[src/rtl/synapse316_uart_v3_pkg.sv]
`default_nettype none
// ============================================================================
// Module      : synapse316_uart_v3_pkg
// Description : Shared constants and types for the Synapse316 single-clock
//               UART. Holds the status_out bit indices, the arx_reg_out field
//               positions, the parity-mode encoding, the TX/RX FSM state
//               enums and a parity helper.
// Revision    : 1.0 - initial release
// ============================================================================
package synapse316_uart_v3_pkg;

  // status_out bit indices
  localparam int ARX_BUSY_BIT        = 0;
  localparam int ARX_FIFO_FULL_BIT   = 1;
  localparam int ARX_FIFO_EMPTY_BIT  = 2;
  localparam int ATX_BUSY_BIT        = 3;
  localparam int ATX_FIFO_FULL_BIT   = 4;
  localparam int ATX_FIFO_EMPTY_BIT  = 5;
  localparam int FRAMING_STICKY_BIT  = 6;
  localparam int PARITY_STICKY_BIT   = 7;
  localparam int OVERRUN_STICKY_BIT  = 8;

  // arx_reg_out field positions
  localparam int ARX_FERR_BIT = 8;
  localparam int ARX_PERR_BIT = 9;

  // Parity-mode encoding
  localparam int PARITY_NONE = 0;
  localparam int PARITY_ODD  = 1;
  localparam int PARITY_EVEN = 2;

  typedef enum logic [2:0] {
    TX_IDLE  = 3'd0,
    TX_START = 3'd1,
    TX_DATA  = 3'd2,
    TX_PAR   = 3'd3,
    TX_STOP  = 3'd4
  } tx_state_e;

  typedef enum logic [2:0] {
    RX_IDLE  = 3'd0,
    RX_START = 3'd1,
    RX_DATA  = 3'd2,
    RX_PAR   = 3'd3,
    RX_STOP  = 3'd4
  } rx_state_e;

  // Parity bit for a zero-padded payload. Padding zeros do not affect the
  // XOR, so one 8-bit helper covers every legal DATA_BITS.
  function automatic logic calc_parity(input logic [7:0] data, input logic odd_mode);
    calc_parity = odd_mode ? ~(^data) : (^data);
  endfunction

endpackage
`default_nettype wire

[src/rtl/synapse316_sync_fifo.sv]
`default_nettype none
// ============================================================================
// Module      : synapse316_sync_fifo
// Description : Single-clock show-ahead FIFO with full/empty flags.
//               Ports: clk, rst_n (async active-low), wr_en_i/wr_data_i push,
//               rd_en_i pop, rd_data_o head (zero while empty), full_o,
//               empty_o.
// Revision    : 1.0 - initial release
// ============================================================================
module synapse316_sync_fifo
  import synapse316_uart_v3_pkg::*;
#(
  parameter int WIDTH = 8,
  parameter int AW    = 4
) (
  input  logic             clk,
  input  logic             rst_n,
  input  logic             wr_en_i,
  input  logic [WIDTH-1:0] wr_data_i,
  input  logic             rd_en_i,
  output logic [WIDTH-1:0] rd_data_o,
  output logic             full_o,
  output logic             empty_o
);

  localparam int         DEPTH      = 1 << AW;
  localparam logic [AW:0] FULL_COUNT = {1'b1, {AW{1'b0}}};

  logic [WIDTH-1:0] mem_q [DEPTH];
  logic [AW-1:0]    wr_ptr_q, rd_ptr_q;
  logic [AW:0]      count_q, count_d;
  logic             wr_fire, rd_fire;

  assign empty_o = (count_q == '0);
  assign full_o  = (count_q == FULL_COUNT);

  // A pop on an empty FIFO is ignored; a push on a full FIFO only lands
  // when a pop frees the slot in the same cycle.
  assign rd_fire = rd_en_i && !empty_o;
  assign wr_fire = wr_en_i && (!full_o || rd_en_i);

  always_comb begin
    count_d = count_q;
    case ({wr_fire, rd_fire})
      2'b10:   count_d = count_q + 1'b1;
      2'b01:   count_d = count_q - 1'b1;
      default: count_d = count_q;
    endcase
  end

  always_ff @(posedge clk or negedge rst_n) begin
    if (!rst_n) begin
      wr_ptr_q <= '0;
      rd_ptr_q <= '0;
      count_q  <= '0;
    end else begin
      if (wr_fire) wr_ptr_q <= wr_ptr_q + 1'b1;
      if (rd_fire) rd_ptr_q <= rd_ptr_q + 1'b1;
      count_q <= count_d;
    end
  end

  // Storage needs no reset; the head is masked while empty.
  always_ff @(posedge clk) begin
    if (wr_fire) mem_q[wr_ptr_q] <= wr_data_i;
  end

  assign rd_data_o = empty_o ? '0 : mem_q[rd_ptr_q];

endmodule
`default_nettype wire

[src/rtl/synapse316_uart_v3.sv]
`default_nettype none
// ============================================================================
// Module      : synapse316_uart_v3
// Description : Single-clock full-duplex UART with internal 4x sample-tick
//               divisor, configurable frame format, TX/RX FIFOs and sticky
//               framing/parity/overrun status.
//               Ports: sysclk, sysreset (async active-low), async_rx_line,
//               async_tx_line, data_in (shared write data), atx_reg_load,
//               divisor_load, status_clear (W1C on data_in[8:6]),
//               arx_reg_out (RX head), arx_reg_read (pop), status_out.
// Revision    : 1.0 - initial release
// ============================================================================
module synapse316_uart_v3
  import synapse316_uart_v3_pkg::*;
#(
  parameter int          DATA_BITS        = 8,
  parameter int          PARITY           = 0,
  parameter int          STOP_BITS        = 1,
  parameter int          FIFO_AW          = 4,
  parameter logic [15:0] DIVISOR_RESET    = 16'd0,
  parameter logic        LINE_IDLE_LEVEL  = 1'b1,
  parameter logic        LINE_DATA_INVERT = 1'b0
) (
  input  logic        sysclk,
  input  logic        sysreset,
  input  logic        async_rx_line,
  output logic        async_tx_line,
  input  logic [15:0] data_in,
  input  logic        atx_reg_load,
  input  logic        divisor_load,
  input  logic        status_clear,
  output logic [15:0] arx_reg_out,
  input  logic        arx_reg_read,
  output logic [15:0] status_out
);

  localparam logic       PARITY_ON = (PARITY != PARITY_NONE);
  localparam logic       ODD_MODE  = (PARITY == PARITY_ODD);
  localparam logic [2:0] LAST_DATA = 3'(DATA_BITS - 1);
  localparam logic [2:0] LAST_STOP = 3'(STOP_BITS - 1);
  localparam logic       START_LVL = ~LINE_IDLE_LEVEL;

  // --------------------------------------------------------------------------
  // Sample-tick generator
  // --------------------------------------------------------------------------
  logic [15:0] divisor_q, tick_cnt_q;
  logic        tick;

  assign tick = (tick_cnt_q == 16'd0);

  // The reload always uses the register value of this cycle, so a divisor
  // write lands on the following reload, never mid-count.
  always_ff @(posedge sysclk or negedge sysreset) begin
    if (!sysreset) begin
      divisor_q  <= DIVISOR_RESET;
      tick_cnt_q <= 16'd0;
    end else begin
      if (divisor_load) divisor_q <= data_in;
      tick_cnt_q <= tick ? divisor_q : (tick_cnt_q - 16'd1);
    end
  end

  // --------------------------------------------------------------------------
  // TX path
  // --------------------------------------------------------------------------
  logic [DATA_BITS-1:0] tx_head;
  logic                 tx_full, tx_empty, tx_pop;
  logic [7:0]           tx_head_pad;

  synapse316_sync_fifo #(.WIDTH(DATA_BITS), .AW(FIFO_AW)) u_tx_fifo (
    .clk       (sysclk),
    .rst_n     (sysreset),
    .wr_en_i   (atx_reg_load),
    .wr_data_i (data_in[DATA_BITS-1:0]),
    .rd_en_i   (tx_pop),
    .rd_data_o (tx_head),
    .full_o    (tx_full),
    .empty_o   (tx_empty)
  );

  always_comb begin
    tx_head_pad = '0;
    tx_head_pad[DATA_BITS-1:0] = tx_head;
  end

  tx_state_e            tx_state_q, tx_state_d;
  logic [1:0]           tx_tcnt_q, tx_tcnt_d;
  logic [2:0]           tx_bcnt_q, tx_bcnt_d;
  logic [DATA_BITS-1:0] tx_shift_q, tx_shift_d;
  logic                 tx_par_q, tx_par_d;
  logic                 tx_line_q, tx_line_d;

  always_ff @(posedge sysclk or negedge sysreset) begin
    if (!sysreset) begin
      tx_state_q <= TX_IDLE;
      tx_tcnt_q  <= '0;
      tx_bcnt_q  <= '0;
      tx_shift_q <= '0;
      tx_par_q   <= 1'b0;
      tx_line_q  <= LINE_IDLE_LEVEL;
    end else begin
      tx_state_q <= tx_state_d;
      tx_tcnt_q  <= tx_tcnt_d;
      tx_bcnt_q  <= tx_bcnt_d;
      tx_shift_q <= tx_shift_d;
      tx_par_q   <= tx_par_d;
      tx_line_q  <= tx_line_d;
    end
  end

  // Each bit spans 4 ticks; tx_tcnt wraps 3->0 at every bit boundary. The
  // line value for the next bit is registered on the boundary tick.
  always_comb begin
    tx_state_d = tx_state_q;
    tx_tcnt_d  = tx_tcnt_q;
    tx_bcnt_d  = tx_bcnt_q;
    tx_shift_d = tx_shift_q;
    tx_par_d   = tx_par_q;
    tx_line_d  = tx_line_q;
    tx_pop     = 1'b0;
    if (tick) begin
      tx_tcnt_d = tx_tcnt_q + 2'd1;
      case (tx_state_q)
        TX_IDLE: begin
          tx_tcnt_d = 2'd0;
          if (!tx_empty) begin
            tx_pop     = 1'b1;
            tx_shift_d = tx_head;
            tx_par_d   = calc_parity(tx_head_pad, ODD_MODE);
            tx_line_d  = START_LVL;
            tx_state_d = TX_START;
          end
        end
        TX_START: begin
          if (tx_tcnt_q == 2'd3) begin
            tx_state_d = TX_DATA;
            tx_bcnt_d  = 3'd0;
            tx_line_d  = tx_shift_q[0] ^ LINE_DATA_INVERT;
            tx_shift_d = tx_shift_q >> 1;
          end
        end
        TX_DATA: begin
          if (tx_tcnt_q == 2'd3) begin
            if (tx_bcnt_q == LAST_DATA) begin
              tx_bcnt_d = 3'd0;
              if (PARITY_ON) begin
                tx_state_d = TX_PAR;
                tx_line_d  = tx_par_q ^ LINE_DATA_INVERT;
              end else begin
                tx_state_d = TX_STOP;
                tx_line_d  = LINE_IDLE_LEVEL;
              end
            end else begin
              tx_bcnt_d  = tx_bcnt_q + 3'd1;
              tx_line_d  = tx_shift_q[0] ^ LINE_DATA_INVERT;
              tx_shift_d = tx_shift_q >> 1;
            end
          end
        end
        TX_PAR: begin
          if (tx_tcnt_q == 2'd3) begin
            tx_state_d = TX_STOP;
            tx_bcnt_d  = 3'd0;
            tx_line_d  = LINE_IDLE_LEVEL;
          end
        end
        TX_STOP: begin
          if (tx_tcnt_q == 2'd3) begin
            if (tx_bcnt_q == LAST_STOP) begin
              // Chain straight into the next start bit when data is waiting.
              if (!tx_empty) begin
                tx_pop     = 1'b1;
                tx_shift_d = tx_head;
                tx_par_d   = calc_parity(tx_head_pad, ODD_MODE);
                tx_line_d  = START_LVL;
                tx_state_d = TX_START;
              end else begin
                tx_line_d  = LINE_IDLE_LEVEL;
                tx_state_d = TX_IDLE;
              end
            end else begin
              tx_bcnt_d = tx_bcnt_q + 3'd1;
            end
          end
        end
        default: tx_state_d = TX_IDLE;
      endcase
    end
  end

  assign async_tx_line = tx_line_q;

  // --------------------------------------------------------------------------
  // RX path
  // --------------------------------------------------------------------------
  logic rx_meta_q, rx_sync_q;

  always_ff @(posedge sysclk or negedge sysreset) begin
    if (!sysreset) begin
      rx_meta_q <= LINE_IDLE_LEVEL;
      rx_sync_q <= LINE_IDLE_LEVEL;
    end else begin
      rx_meta_q <= async_rx_line;
      rx_sync_q <= rx_meta_q;
    end
  end

  rx_state_e            rx_state_q, rx_state_d;
  logic [1:0]           rx_tcnt_q, rx_tcnt_d;
  logic [2:0]           rx_bcnt_q, rx_bcnt_d;
  logic [DATA_BITS-1:0] rx_shift_q, rx_shift_d;
  logic                 rx_par_q, rx_par_d;
  logic                 rx_push, rx_ferr, rx_perr;
  logic [7:0]           rx_shift_pad;

  always_comb begin
    rx_shift_pad = '0;
    rx_shift_pad[DATA_BITS-1:0] = rx_shift_q;
  end

  always_ff @(posedge sysclk or negedge sysreset) begin
    if (!sysreset) begin
      rx_state_q <= RX_IDLE;
      rx_tcnt_q  <= '0;
      rx_bcnt_q  <= '0;
      rx_shift_q <= '0;
      rx_par_q   <= 1'b0;
    end else begin
      rx_state_q <= rx_state_d;
      rx_tcnt_q  <= rx_tcnt_d;
      rx_bcnt_q  <= rx_bcnt_d;
      rx_shift_q <= rx_shift_d;
      rx_par_q   <= rx_par_d;
    end
  end

  always_comb begin
    rx_state_d = rx_state_q;
    rx_tcnt_d  = rx_tcnt_q;
    rx_bcnt_d  = rx_bcnt_q;
    rx_shift_d = rx_shift_q;
    rx_par_d   = rx_par_q;
    rx_push    = 1'b0;
    rx_ferr    = 1'b0;
    rx_perr    = 1'b0;
    if (tick) begin
      rx_tcnt_d = rx_tcnt_q + 2'd1;
      case (rx_state_q)
        RX_IDLE: begin
          rx_tcnt_d = 2'd0;
          if (rx_sync_q == START_LVL) rx_state_d = RX_START;
        end
        RX_START: begin
          // The detecting tick is count 0, so rx_tcnt_q==1 marks the tick
          // at count 2, the middle of the start bit.
          if (rx_tcnt_q == 2'd1) begin
            rx_tcnt_d = 2'd0;
            rx_bcnt_d = 3'd0;
            rx_state_d = (rx_sync_q == LINE_IDLE_LEVEL) ? RX_IDLE : RX_DATA;
          end
        end
        RX_DATA: begin
          if (rx_tcnt_q == 2'd3) begin
            // LSB arrives first: shift in from the top.
            rx_shift_d = {rx_sync_q ^ LINE_DATA_INVERT, rx_shift_q[DATA_BITS-1:1]};
            if (rx_bcnt_q == LAST_DATA) begin
              rx_state_d = PARITY_ON ? RX_PAR : RX_STOP;
            end else begin
              rx_bcnt_d = rx_bcnt_q + 3'd1;
            end
          end
        end
        RX_PAR: begin
          if (rx_tcnt_q == 2'd3) begin
            rx_par_d   = rx_sync_q ^ LINE_DATA_INVERT;
            rx_state_d = RX_STOP;
          end
        end
        RX_STOP: begin
          if (rx_tcnt_q == 2'd3) begin
            rx_push    = 1'b1;
            rx_ferr    = (rx_sync_q != LINE_IDLE_LEVEL);
            rx_perr    = PARITY_ON && (rx_par_q != calc_parity(rx_shift_pad, ODD_MODE));
            rx_state_d = RX_IDLE;
          end
        end
        default: rx_state_d = RX_IDLE;
      endcase
    end
  end

  logic [DATA_BITS+1:0] rx_head;
  logic                 rx_full, rx_empty, rx_accept, rx_drop;

  synapse316_sync_fifo #(.WIDTH(DATA_BITS + 2), .AW(FIFO_AW)) u_rx_fifo (
    .clk       (sysclk),
    .rst_n     (sysreset),
    .wr_en_i   (rx_push),
    .wr_data_i ({rx_perr, rx_ferr, rx_shift_q}),
    .rd_en_i   (arx_reg_read),
    .rd_data_o (rx_head),
    .full_o    (rx_full),
    .empty_o   (rx_empty)
  );

  // A simultaneous pop frees the slot, so only an unpaired push on a full
  // FIFO counts as overrun.
  assign rx_accept = rx_push && (!rx_full || arx_reg_read);
  assign rx_drop   = rx_push && rx_full && !arx_reg_read;

  always_comb begin
    arx_reg_out = '0;
    arx_reg_out[DATA_BITS-1:0] = rx_head[DATA_BITS-1:0];
    arx_reg_out[ARX_FERR_BIT]  = rx_head[DATA_BITS];
    arx_reg_out[ARX_PERR_BIT]  = rx_head[DATA_BITS+1];
  end

  // --------------------------------------------------------------------------
  // Sticky status: {overrun, parity, framing}; set wins over clear.
  // --------------------------------------------------------------------------
  logic [2:0] sticky_q, sticky_d, sticky_set, sticky_clr;

  always_comb begin
    sticky_set = {rx_drop, rx_accept && rx_perr, rx_accept && rx_ferr};
    sticky_clr = status_clear ? data_in[OVERRUN_STICKY_BIT:FRAMING_STICKY_BIT] : 3'b000;
    sticky_d   = (sticky_q & ~sticky_clr) | sticky_set;
  end

  always_ff @(posedge sysclk or negedge sysreset) begin
    if (!sysreset) sticky_q <= 3'b000;
    else           sticky_q <= sticky_d;
  end

  always_comb begin
    status_out = '0;
    status_out[ARX_BUSY_BIT]       = (rx_state_q != RX_IDLE);
    status_out[ARX_FIFO_FULL_BIT]  = rx_full;
    status_out[ARX_FIFO_EMPTY_BIT] = rx_empty;
    status_out[ATX_BUSY_BIT]       = (tx_state_q != TX_IDLE);
    status_out[ATX_FIFO_FULL_BIT]  = tx_full;
    status_out[ATX_FIFO_EMPTY_BIT] = tx_empty;
    status_out[FRAMING_STICKY_BIT] = sticky_q[0];
    status_out[PARITY_STICKY_BIT]  = sticky_q[1];
    status_out[OVERRUN_STICKY_BIT] = sticky_q[2];
  end

endmodule
`default_nettype wire

[config.mk]
export PLATFORM = sky130hd
export DESIGN_NAME = synapse316_uart_v3
export DESIGN_NICKNAME = d
export VERILOG_FILES = /design/src/rtl/synapse316_uart_v3_pkg.sv /design/src/rtl/synapse316_sync_fifo.sv /design/src/rtl/synapse316_uart_v3.sv
export SDC_FILE = /design/constraint.sdc
export NUM_CORES = 1
export LEC_CHECK = 0
export CAP_MARGIN = 40
export CORE_MARGIN = 4
export CORE_UTILIZATION = 55
export CTS_CLUSTER_SIZE = 20
export DETAILED_ROUTE_END_ITERATION = 8
export PLACE_DENSITY_LB_ADDON = 0.05
export RECOVER_POWER = 50
export SYNTH_ARGS = -nofsm -noshare
export SYNTH_HDL_FRONTEND = slang
export SYNTH_SLANG_ARGS = --single-unit
[constraint.sdc]
create_clock -name sysclk -period 6.6 [get_ports sysclk]
set_input_delay 1.32 -clock sysclk [delete_from_list [all_inputs] [get_ports sysclk]]
set_output_delay 1.32 -clock sysclk [all_outputs]
set_load 0.05 [all_outputs]
==> impl_metrics.ini <==
[sta]
setup_tns_ns = 0
fin_crit_sh_pct = 75.8
rsz0062_at_grt = no
holdWs_ns = 0.357
timing_worst_slew_pin_value_ns = 2.19
hold_viol_final = 0
max_freq_mhz = 200
fin_skew_ns = 0.0155
maxSlewHeadroom_pct = -46.0
maxSlewViolCount = 42
period_minus_slack_ns = 5.00
setup_viol = 0

[worst_setup_path]
critPathTopFamily = buffers and inverters
slowest_delay_ns = 0.77
crit_path_frequent_cell = mux4_2
arrival_ns = 3.68
worst-setup-path-type = reg2out
cp.required_ns = 5.28
crit_path_top_delay_cell = dfrtp_2
crit_fanout = 20
cp_num_buf_inv = 2
path_cells = buf_4, mux4_2, mux4_2, nor2b_1, clkdlybuf4s50_1
cp-start-kind = register
crit_path_end_kind = primary output

[drt]
ant_nets = 0
vias_per_cell = 5.75
via_count = 8303
drt_wl_total_mm = 31.0
firstDrtPassIters = 5
initialDrtViolationCount = 747
wl_per_cell_um = 21.4
drc = 0

[synth]
yosysTopAreaCellShare_pct = 52.1
synth_flop_cell = edfxtp_1
synth.distinct_cells = 70
syn-cell-area_sq_um = 15700
syn-instance-count = 987
yosysWarnings = 0
syn_area_per_cell_sq_um = 15.9
synth-seq-cells = 368
synthTopCellsByArea = edfxtp_1 52%, dfrtp_1 15%, mux4_2 7.2%
synthTopCellsByCount = 272 x edfxtp_1, 93 x dfrtp_1, 62 x mux2i_1
ys_async_sr_fraction_pct = 26.1
synth-edff-count = 272
synth.most_common_cell = edfxtp_1
ys_seq_area_share_pct = 67.4
synth_top_cell_by_area = edfxtp_1

[clock_tree]
numCtsBuffers = 39
clk_pin_slew_ns = 0.06
cts.sinks = 368
cts_resized = 0
cts_root_buffer = clkbuf_16
clk_latency_ns = 0.52
cts-hold-fix-buffers = 0
cts_buffer_depth = 3
htreeDepth = 2
cts_tree = done
post-cts-setup-buffers = 0

[die]
initial_utilization_pct = 56.1
coreArea_sq_um = 27900
io-pin-count = 56
die_h_um = 177
placementRows = 61
die_w_um = 177
die_area_sq_um = 31300

[placed_design]
placed_cell_area_sq_um = 16400
hpwlAfterDp_mm = 19.9
portBuffers = 41
gp_congestion = 0.776

[power_and_ir_drop]
p_total_mw = 6.07
leakagePower_nw = 6.76
ir_worst_vdd_mv = 0.211
power.density_nw_per_um2 = 342

[finish]
fin_nets = 1090
antenna_cells = 0
finish.instance_area_sq_um = 17800
fin_util_pct = 63.5
area_growth_pct = 13.2
layout-drive-gt1-share_pct = 17.1

[job]
maxCapViolCount = 1

[global_routing]
grt_max_degree = 57
grt_pass1_wl_mm = 48.7
grt_pass1_vias = 8285
grt_use_total_pct = 20.4
grt_overflow = 0
antenna_found_initial = 0

[status]
status = complete, but fails checks
violations = capacitance limit, slew limit

[hold_path]
hp-class = reg2reg
[through the flow]
stage	cells	worst slack, ns
finish	1445	1.60
global route	1445	1.38
CTS	1445	1.52
detailed placement	1374	2.06
global placement	1364	2.05
floorplan	1000	3.07
[worst register-to-register path, cell delays in order, from the launching register on]
cell and delay (ns):
dfrtp_1 0.40, inv_1 0.07, ha_1 0.17, nor3b_1 0.61
nand4_2 0.40, nor4_4 0.54, ha_1 0.31, inv_1 0.11
fa_1 0.46, nor2b_1 0.12, o21ai_0 0.10, and3_1 0.20
nor3_1 0.18, xnor2_1 0.14
[per-layer routing]
metal | wire length (um) | global-route usage, % | up-vias
li1 | - | - | 3818
met5 | 0 | 0 | -
met2 | 14100 | 30.5 | 173
met3 | 1370 | 3.05 | 34
met1 | 15000 | 32.3 | 4278
met4 | 464 | 4.45 | 0
[final cells by class]
type / count / area [sq um]
clock buffer: 49 / 1090
fill: 2076 / 10200
inverter: 32 / 120
multi-input combinational: 537 / 4700
sequential: 368 / 10600
clock inverter: 22 / 258
tap: 378 / 473
timing repair buffer: 59 / 539
[worst paths after layout]
kind                                                        start                                 to  slack [ns]  cells past startpoint
max in group asynchronous                                sysreset  u_tx_fifo.rd_ptr_q[0]$_DFFE_PN0P_        3.40                      2
worst max-delay path            u_rx_fifo.rd_ptr_q[0]$_DFFE_PN0P_                     arx_reg_out[5]        1.60                      5
min in group asynchronous                                sysreset           rx_tcnt_q[0]$_DFFE_PN0P_        1.45                      1
worst max register to register            tick_cnt_q[0]$_DFF_PN0_   u_tx_fifo.count_q[4]$_DFFE_PN0P_        2.72                     13
worst min register to register                rx_meta_q$_DFF_PN1_                rx_sync_q$_DFF_PN1_        0.36                      0
worst min-delay path                          rx_meta_q$_DFF_PN1_                rx_sync_q$_DFF_PN1_        0.36                      0
[placed cells by master (no fill, tap or decap), drive strengths merged, types with 8 or more instances in the layout]
cell,n
nor3,14
and2,16
nand2,57
dlygate4sd3,11
nor2b,20
a22oi,29
conb,14
xor2,8
nor2,48
mux2i,62
mux4,50
edfxtp,272
ha,28
inv,33
o21ai,28
clkinv,15
clkdlybuf4s50,29
buf,17
a21oi,15
xnor2,20
clkbuf,51
dfrtp,93
nand3,15
nand4,11
mux2,40
[registers in the layout (all words and copies together), names as in the netlist]
signal / cells
async_tx_line: 1
divisor_q: 16
rx_bcnt_q: 3
rx_meta_q: 1
rx_shift_pad: 8
rx_state_q: 3
rx_sync_q: 1
rx_tcnt_q: 2
sticky_q: 3
tick_cnt_q: 16
tx_bcnt_q: 3
tx_shift_q: 8
tx_state_q: 3
tx_tcnt_q: 2
u_rx_fifo.count_q: 5
u_rx_fifo.mem_q: 144
u_rx_fifo.rd_ptr_q: 4
u_rx_fifo.wr_ptr_q: 4
u_tx_fifo.count_q: 5
u_tx_fifo.mem_q: 128
u_tx_fifo.rd_ptr_q: 4
u_tx_fifo.wr_ptr_q: 4
[cell families (layout without fill, tap and decap cells)]
group / count (synthesis) / after routing / share of synthesized area (%)
flops: 368 / 368 / 67.4
simple gates: 211 / 211 / 7.14
mux: 152 / 152 / 14.1
compound gates: 102 / 102 / 4.48
buf+inv: 95 / 162 / 2.84
fa+ha+maj: 30 / 30 / 2.49
xor+xnor: 28 / 28 / 1.56
other cells: 1 / 14 / 0.0239
[where the power goes]
part / switching (mW) / internal (mW) / leakage (nW)
Clock: 0.863 / 1.40 / 0.666
Combinational: 0.521 / 0.414 / 2.18
Sequential: 0.201 / 2.67 / 3.92
(Power assumes the default switching activity.)
==> edit 1 (same settings) <==
Reset style: synchronous (`rst_n` and `sysreset`), changed in 6 clocked blocks. Comments in the files are not updated.
--- a/src/rtl/synapse316_sync_fifo.sv
+++ b/src/rtl/synapse316_sync_fifo.sv
@@ -49,5 +49,5 @@
   end
 
-  always_ff @(posedge clk or negedge rst_n) begin
+  always_ff @(posedge clk) begin
     if (!rst_n) begin
       wr_ptr_q <= '0;
--- a/src/rtl/synapse316_uart_v3.sv
+++ b/src/rtl/synapse316_uart_v3.sv
@@ -51,5 +51,5 @@
   // The reload always uses the register value of this cycle, so a divisor
   // write lands on the following reload, never mid-count.
-  always_ff @(posedge sysclk or negedge sysreset) begin
+  always_ff @(posedge sysclk) begin
     if (!sysreset) begin
       divisor_q  <= DIVISOR_RESET;
@@ -91,5 +91,5 @@
   logic                 tx_line_q, tx_line_d;
 
-  always_ff @(posedge sysclk or negedge sysreset) begin
+  always_ff @(posedge sysclk) begin
     if (!sysreset) begin
       tx_state_q <= TX_IDLE;
@@ -196,5 +196,5 @@
   logic rx_meta_q, rx_sync_q;
 
-  always_ff @(posedge sysclk or negedge sysreset) begin
+  always_ff @(posedge sysclk) begin
     if (!sysreset) begin
       rx_meta_q <= LINE_IDLE_LEVEL;
@@ -219,5 +219,5 @@
   end
 
-  always_ff @(posedge sysclk or negedge sysreset) begin
+  always_ff @(posedge sysclk) begin
     if (!sysreset) begin
       rx_state_q <= RX_IDLE;
@@ -327,5 +327,5 @@
   end
 
-  always_ff @(posedge sysclk or negedge sysreset) begin
+  always_ff @(posedge sysclk) begin
     if (!sysreset) sticky_q <= 3'b000;
     else           sticky_q <= sticky_d;
Function: differs if sysreset is asserted again (counterexample within 4 cycles, from zero or initial values and one cycle with sysreset low); with sysreset held inactive, the same outputs for 4 cycles.
==> edit 1 against the original RTL <==
- worst setup slack better by 0.034 ns
- critical path type unchanged
- combinational power is 24% lower
- area after synthesis is 0.57% higher
- sequential cell count is 8 higher
- clock skew is 0.0086 ns higher
- highest routed layer unchanged
- cell area is 1.1% higher
- routed wire length is 1.1% higher
- first-iteration DRC count is 3.3% higher
- total power is 5.6% lower
==> edit 1: results (changes against the original RTL) <==
Drt
  – Vias: 8943 (+7.7%)
  – Post-Route M1 WL: 13500 um (-10%)
  – DRT iter0 DRCs: 772 (+3.3%)
  – Met2 Routed Length: 16000 um (+13%)

Synth
  – Adder-cell area share of the yosys netlist: 2.43% (-0.062 points)
  – Post-synthesis mux area share: 12.7% (-1.3 points)
  – Register area share after synthesis: 65.0% (-2.4 points)
  – Post-synth top cells: 272 x edfxtp_1, 104 x dfxtp_1, 98 x nor2_1, 63 x mux4_2, 59 x nand2_1
  – Synth cell types: 63 (-10%)
  – Post-Synthesis Cells: 1094 (+11%)
  – Synth area leaders: edfxtp_1 52%, dfxtp_1 13%, mux4_2 9.0%
  – Xor and xnor fraction of the mapped netlist area: 1.33% (-0.23 points)

Power and ir drop
  – P_leak: 5.90 nW (-13%)
  – Switching portion of total power: 24.0% (-2.1 points)
  – Peak supply drop: 0.198 mV (-6.3%)

Layout
  – Fraction of layout cells with a size suffix above 1: 15.6% (-1.5 points)
  – Nets: 1192 (+9.4%)

Timing
  – Slew Viols, Final: 0 (-100%)
  – Slew @ Worst Pin: 1.27 ns (-0.922 ns)
  – Worst-case clock skew: 0.0241 ns (+0.00859 ns)

Worst setup path
  – FF-to-FF path depth: 11 (-2)
  – WP data arrival: 3.65 ns (-0.03 ns)

Min path
  – Hold wc startpoint: sticky_q[1]$_SDFF_PN0_
  – Hold path cells: 2 (+2)

Placed design
  – Pre-CTS setup slack: 2.05 ns (-0.0119 ns)
  – HPWL Detailed: 20800 um (+4.6%)
  – Placed cells: 1476 (+7.4%)
  – Final Wtd Congestion: 0.812 (+4.6%)

GRT
  – Largest net degree at the start of global routing: 46 (-19%)
  – Vias in the first global route: 9114 (+10%)
  – First-pass GRT wire length: 50600 um (+4.0%)

Status
  – Status: finished clean
==> edit 1: worst max-delay path by stage <==
stage,from,slack (ns),endpoint,cells past startpoint
finish,flip-flop,1.63,arx_reg_out[2],5
detailed placement,flip-flop,2.05,arx_reg_out[2],5
global route,flip-flop,1.40,arx_reg_out[8],5
global placement,flip-flop,2.10,arx_reg_out[0],5
CTS,flip-flop,1.49,arx_reg_out[2],5
floorplan,arx_reg_read,2.97,u_rx_fifo.count_q[4]$_SDFFE_PN0P_,11
==> edit 1: cell type report <==
cell class | count | area share (%)
Inverter | 28 | 0.586
Tap cell | 378 | 2.64
Timing Repair Buffer | 70 | 3.54
Clock inverter | 25 | 1.90
Sequential cell | 376 | 57.2
Clock buffer | 47 | 5.95
Multi-Input combinational cell | 624 | 28.2
==> edit 1: power by group through the flow <==
stage | sequential (W) | clock [W] | combinational [W]
after global placement | 0.00272 | 0 | 0.000707
after CTS | 0.00267 | 0.00240 | 0.000721
after global routing | 0.00268 | 0.00251 | 0.000781
final | 0.00267 | 0.00235 | 0.000706
after floorplan | 0.00269 | 0 | 0.000576
after detailed placement | 0.00272 | 0 | 0.000716
==> edit 1: through the flow <==
stage	util (%)	hold slack (ns)
after global routing	64.0	0.460
after global placement	58.6	0.392
after CTS	64.2	0.436
final	64.0	0.433
after detailed placement	59.2	0.428
after floorplan	-	0.386
==> edit 1: worst max-delay path, cell delays in order (launching register included) <==
cell and delay (ns):
dfxtp_2 0.69, buf_4 0.48, mux4_2 0.57, mux4_2 0.49, nor2b_1 0.15, clkdlybuf4s50_1 0.74
==> edit 1: cells by family (layout without fill, tap and decap cells) <==
group,Yosys count,after routing
buf+inv,107,170
other cells,1,14
flops,376,376
mux,120,120
simple gates,289,289
fa+ha+maj,30,30
xor+xnor,24,24
compound gates,147,147
==> edit 2 (same settings) <==
Made on the original files. Change the parameter `LINE_IDLE_LEVEL` from 1'b1 to 1'b0.
--- a/src/rtl/synapse316_uart_v3.sv
+++ b/src/rtl/synapse316_uart_v3.sv
@@ -19,5 +19,5 @@
   parameter int          FIFO_AW          = 4,
   parameter logic [15:0] DIVISOR_RESET    = 16'd0,
-  parameter logic        LINE_IDLE_LEVEL  = 1'b1,
+  parameter logic        LINE_IDLE_LEVEL  = 1'b0,
   parameter logic        LINE_DATA_INVERT = 1'b0
 ) (
Function: changed (a bounded check fails within 4 cycles, from zero or initial values and one cycle with sysreset low).
==> edit 2 against the original RTL <==
- the flow still finishes with violations (capacitance limit, slew limit)
- area after synthesis fell by 1.1%
- non-clock buffer count rose by 7
- fmax grew 5.4%
- routed wire length fell by 0.65%
- total power shrank 5.0%
- worst setup slack improved by 0.25 ns
- sequential cell count is the same
- critical endpoint is now arx_reg_out[1]
- cell area decreased by 1.1%
- largest power group unchanged
- largest cell class unchanged
- critical path type unchanged
- global-route usage grew 0.21 points
- clock power fell by 9.7%
- sequential share of layout area up 0.65 points
==> edit 2: results (changes against the original RTL) <==
Timing
  – Rel. slew slack: -38.3% (+7.7 points)
  – Slew Viols, Final: 37 (-12%)
  – Worst-case clock skew: 0.0130 ns (-0.00251 ns)

Worst setup path
  – Worst R2R End: u_tx_fifo.count_q[4]$_DFFE_PN0P_
  – FF-to-FF path depth: 14 (+1)
  – CP max stage cell: clkdlybuf4s50_1
  – R2R Setup Slk: 1.89 ns (-0.83 ns)
  – Delay of the slowest cell on the worst path: 0.70 ns (-0.07 ns)
  – WP data arrival: 3.43 ns (-0.25 ns)

Synth
  – Synth area leaders: edfxtp_1 53%, dfrtp_1 15%, mux4_2 11%
  – Synth cell types: 59 (-16%)
  – Post-synth top cells: 272 x edfxtp_1, 96 x dfrtp_1, 77 x mux4_2, 64 x nor2_1, 54 x nand2_1
  – Register area share after synthesis: 68.1% (+0.72 points)

Drt
  – DRT iter0 DRCs: 593 (-21%)
  – DRT Pass-1 Iters: 7 (+2)
  – Drt wl/cell: 21.8 um (+1.8%)
  – Vias: 8134 (-2.0%)

Layout
  – Nets: 1056 (-3.1%)
  – # fillers: 2037 (-1.9%)
  – Fraction of layout cells with a size suffix above 1: 19.0% (+1.9 points)

Power and ir drop
  – Peak supply drop: 0.268 mV (+27%)
  – P_leak: 6.61 nW (-2.3%)
  – Switching portion of total power: 26.0% (-0.14 points)

GRT
  – Vias in the first global route: 8620 (+4.0%)
  – Largest net degree at the start of global routing: 50 (-12%)
  – First-pass GRT wire length: 49200 um (+1.0%)

Min path
  – Hold wc startpoint: rx_meta_q$_DFF_PN0_
  – Hold Path End: rx_sync_q$_DFF_PN0_
  – Hold path cells: 0 (unchanged)

Status
  – Status: complete, but fails checks
  – Failing checks: capacitance limit, slew limit

Run
  – Max cap viols: 1 (unchanged)

Placed design
  – Pre-CTS setup slack: 2.32 ns (+0.256 ns)
  – HPWL Detailed: 20400 um (+2.9%)
  – Final Wtd Congestion: 0.818 (+5.4%)
  – Cell Area, Placed: 16400 um2 (-0.37%)
-- edit 2: cell count changes after synthesis, sizes merged, moves of 6 or more --
cell,unedited run,this run
mux4,50,77
a22oi,29,2
nand3,15,9
mux2i,62,22
and2,16,4
mux2,40,31
nor2,48,65
a32oi,6,0
nand4,11,4
and3,4,19
a31oi,3,9
nor3,14,23
-- edit 2: power by group through the flow --
stage	clock network [W]	logic [W]	registers, W
after detailed placement	0	0.000887	0.00290
after global routing	0.00220	0.000960	0.00288
after CTS	0.00209	0.000891	0.00286
final	0.00204	0.000872	0.00285
after global placement	0	0.000776	0.00292
after floorplan	0	0.000712	0.00280
-- edit 2: cell families (layout without fill, tap and decap cells) --
group | after synthesis | count (layout) | share of synthesized area [%]
flip-flops | 368 | 368 | 68.1
adder cells (fa/ha/maj) | 30 | 30 | 2.52
AND/OR/NAND/NOR | 220 | 220 | 7.01
other | 1 | 14 | 0.0242
buffers and inverters | 88 | 164 | 2.72
XOR/XNOR | 28 | 28 | 1.58
AO/OA/AOI/OAI | 78 | 78 | 3.15
multiplexers | 130 | 130 | 14.9
-- edit 2: worst max path at each step --
stage | to | slack, ns | from
6_report | arx_reg_out[1] | 1.85 | u_rx_fifo.rd_ptr_q[0]$_DFFE_PN0P_
5_1_grt | u_tx_fifo.count_q[4]$_DFFE_PN0P_ | 1.41 | tick_cnt_q[0]$_DFF_PN0_
4_1_cts | arx_reg_out[1] | 1.76 | u_rx_fifo.rd_ptr_q[0]$_DFFE_PN0P_
3_5_place_dp | arx_reg_out[1] | 2.32 | u_rx_fifo.rd_ptr_q[0]$_DFFE_PN0P_
3_3_place_gp | arx_reg_out[1] | 1.99 | u_rx_fifo.rd_ptr_q[0]$_DFFE_PN0P_
2_1_floorplan | arx_reg_out[8] | 3.07 | u_rx_fifo.rd_ptr_q[0]$_DFFE_PN0P_
-- edit 2: cell type report --
class	count	area (um2)	share of cell area [%]
Inverter	29	109	0.620
Multi-Input combinational cell	500	4570	26.1
Clock inverter	11	81.3	0.463
Tap cell	378	473	2.70
Timing Repair Buffer	66	613	3.49
Clock buffer	58	1130	6.42
Sequential cell	368	10600	60.2
-- edit 2: layer usage --
layer	share of wire, %	vias to the layer above	global-route usage (%)
met5	0	-	0
met1	42	4242	27.5
met3	3.4	38	2.57
met2	53	172	36.7
met4	1.5	0	4.68
li1	-	3682	-
-- edit 2: metrics by stage --
stage / std cells / hold WS, ns / utilization (%)
6_report: 1410 / 0.362 / 63.2
5_1_grt: 1410 / 0.375 / 63.2
4_1_cts: 1410 / 0.369 / 63.3
3_5_place_dp: 1341 / 0.353 / 58.9
3_3_place_gp: 1329 / 0.334 / 58.5
2_1_floorplan: 956 / 0.331 / -
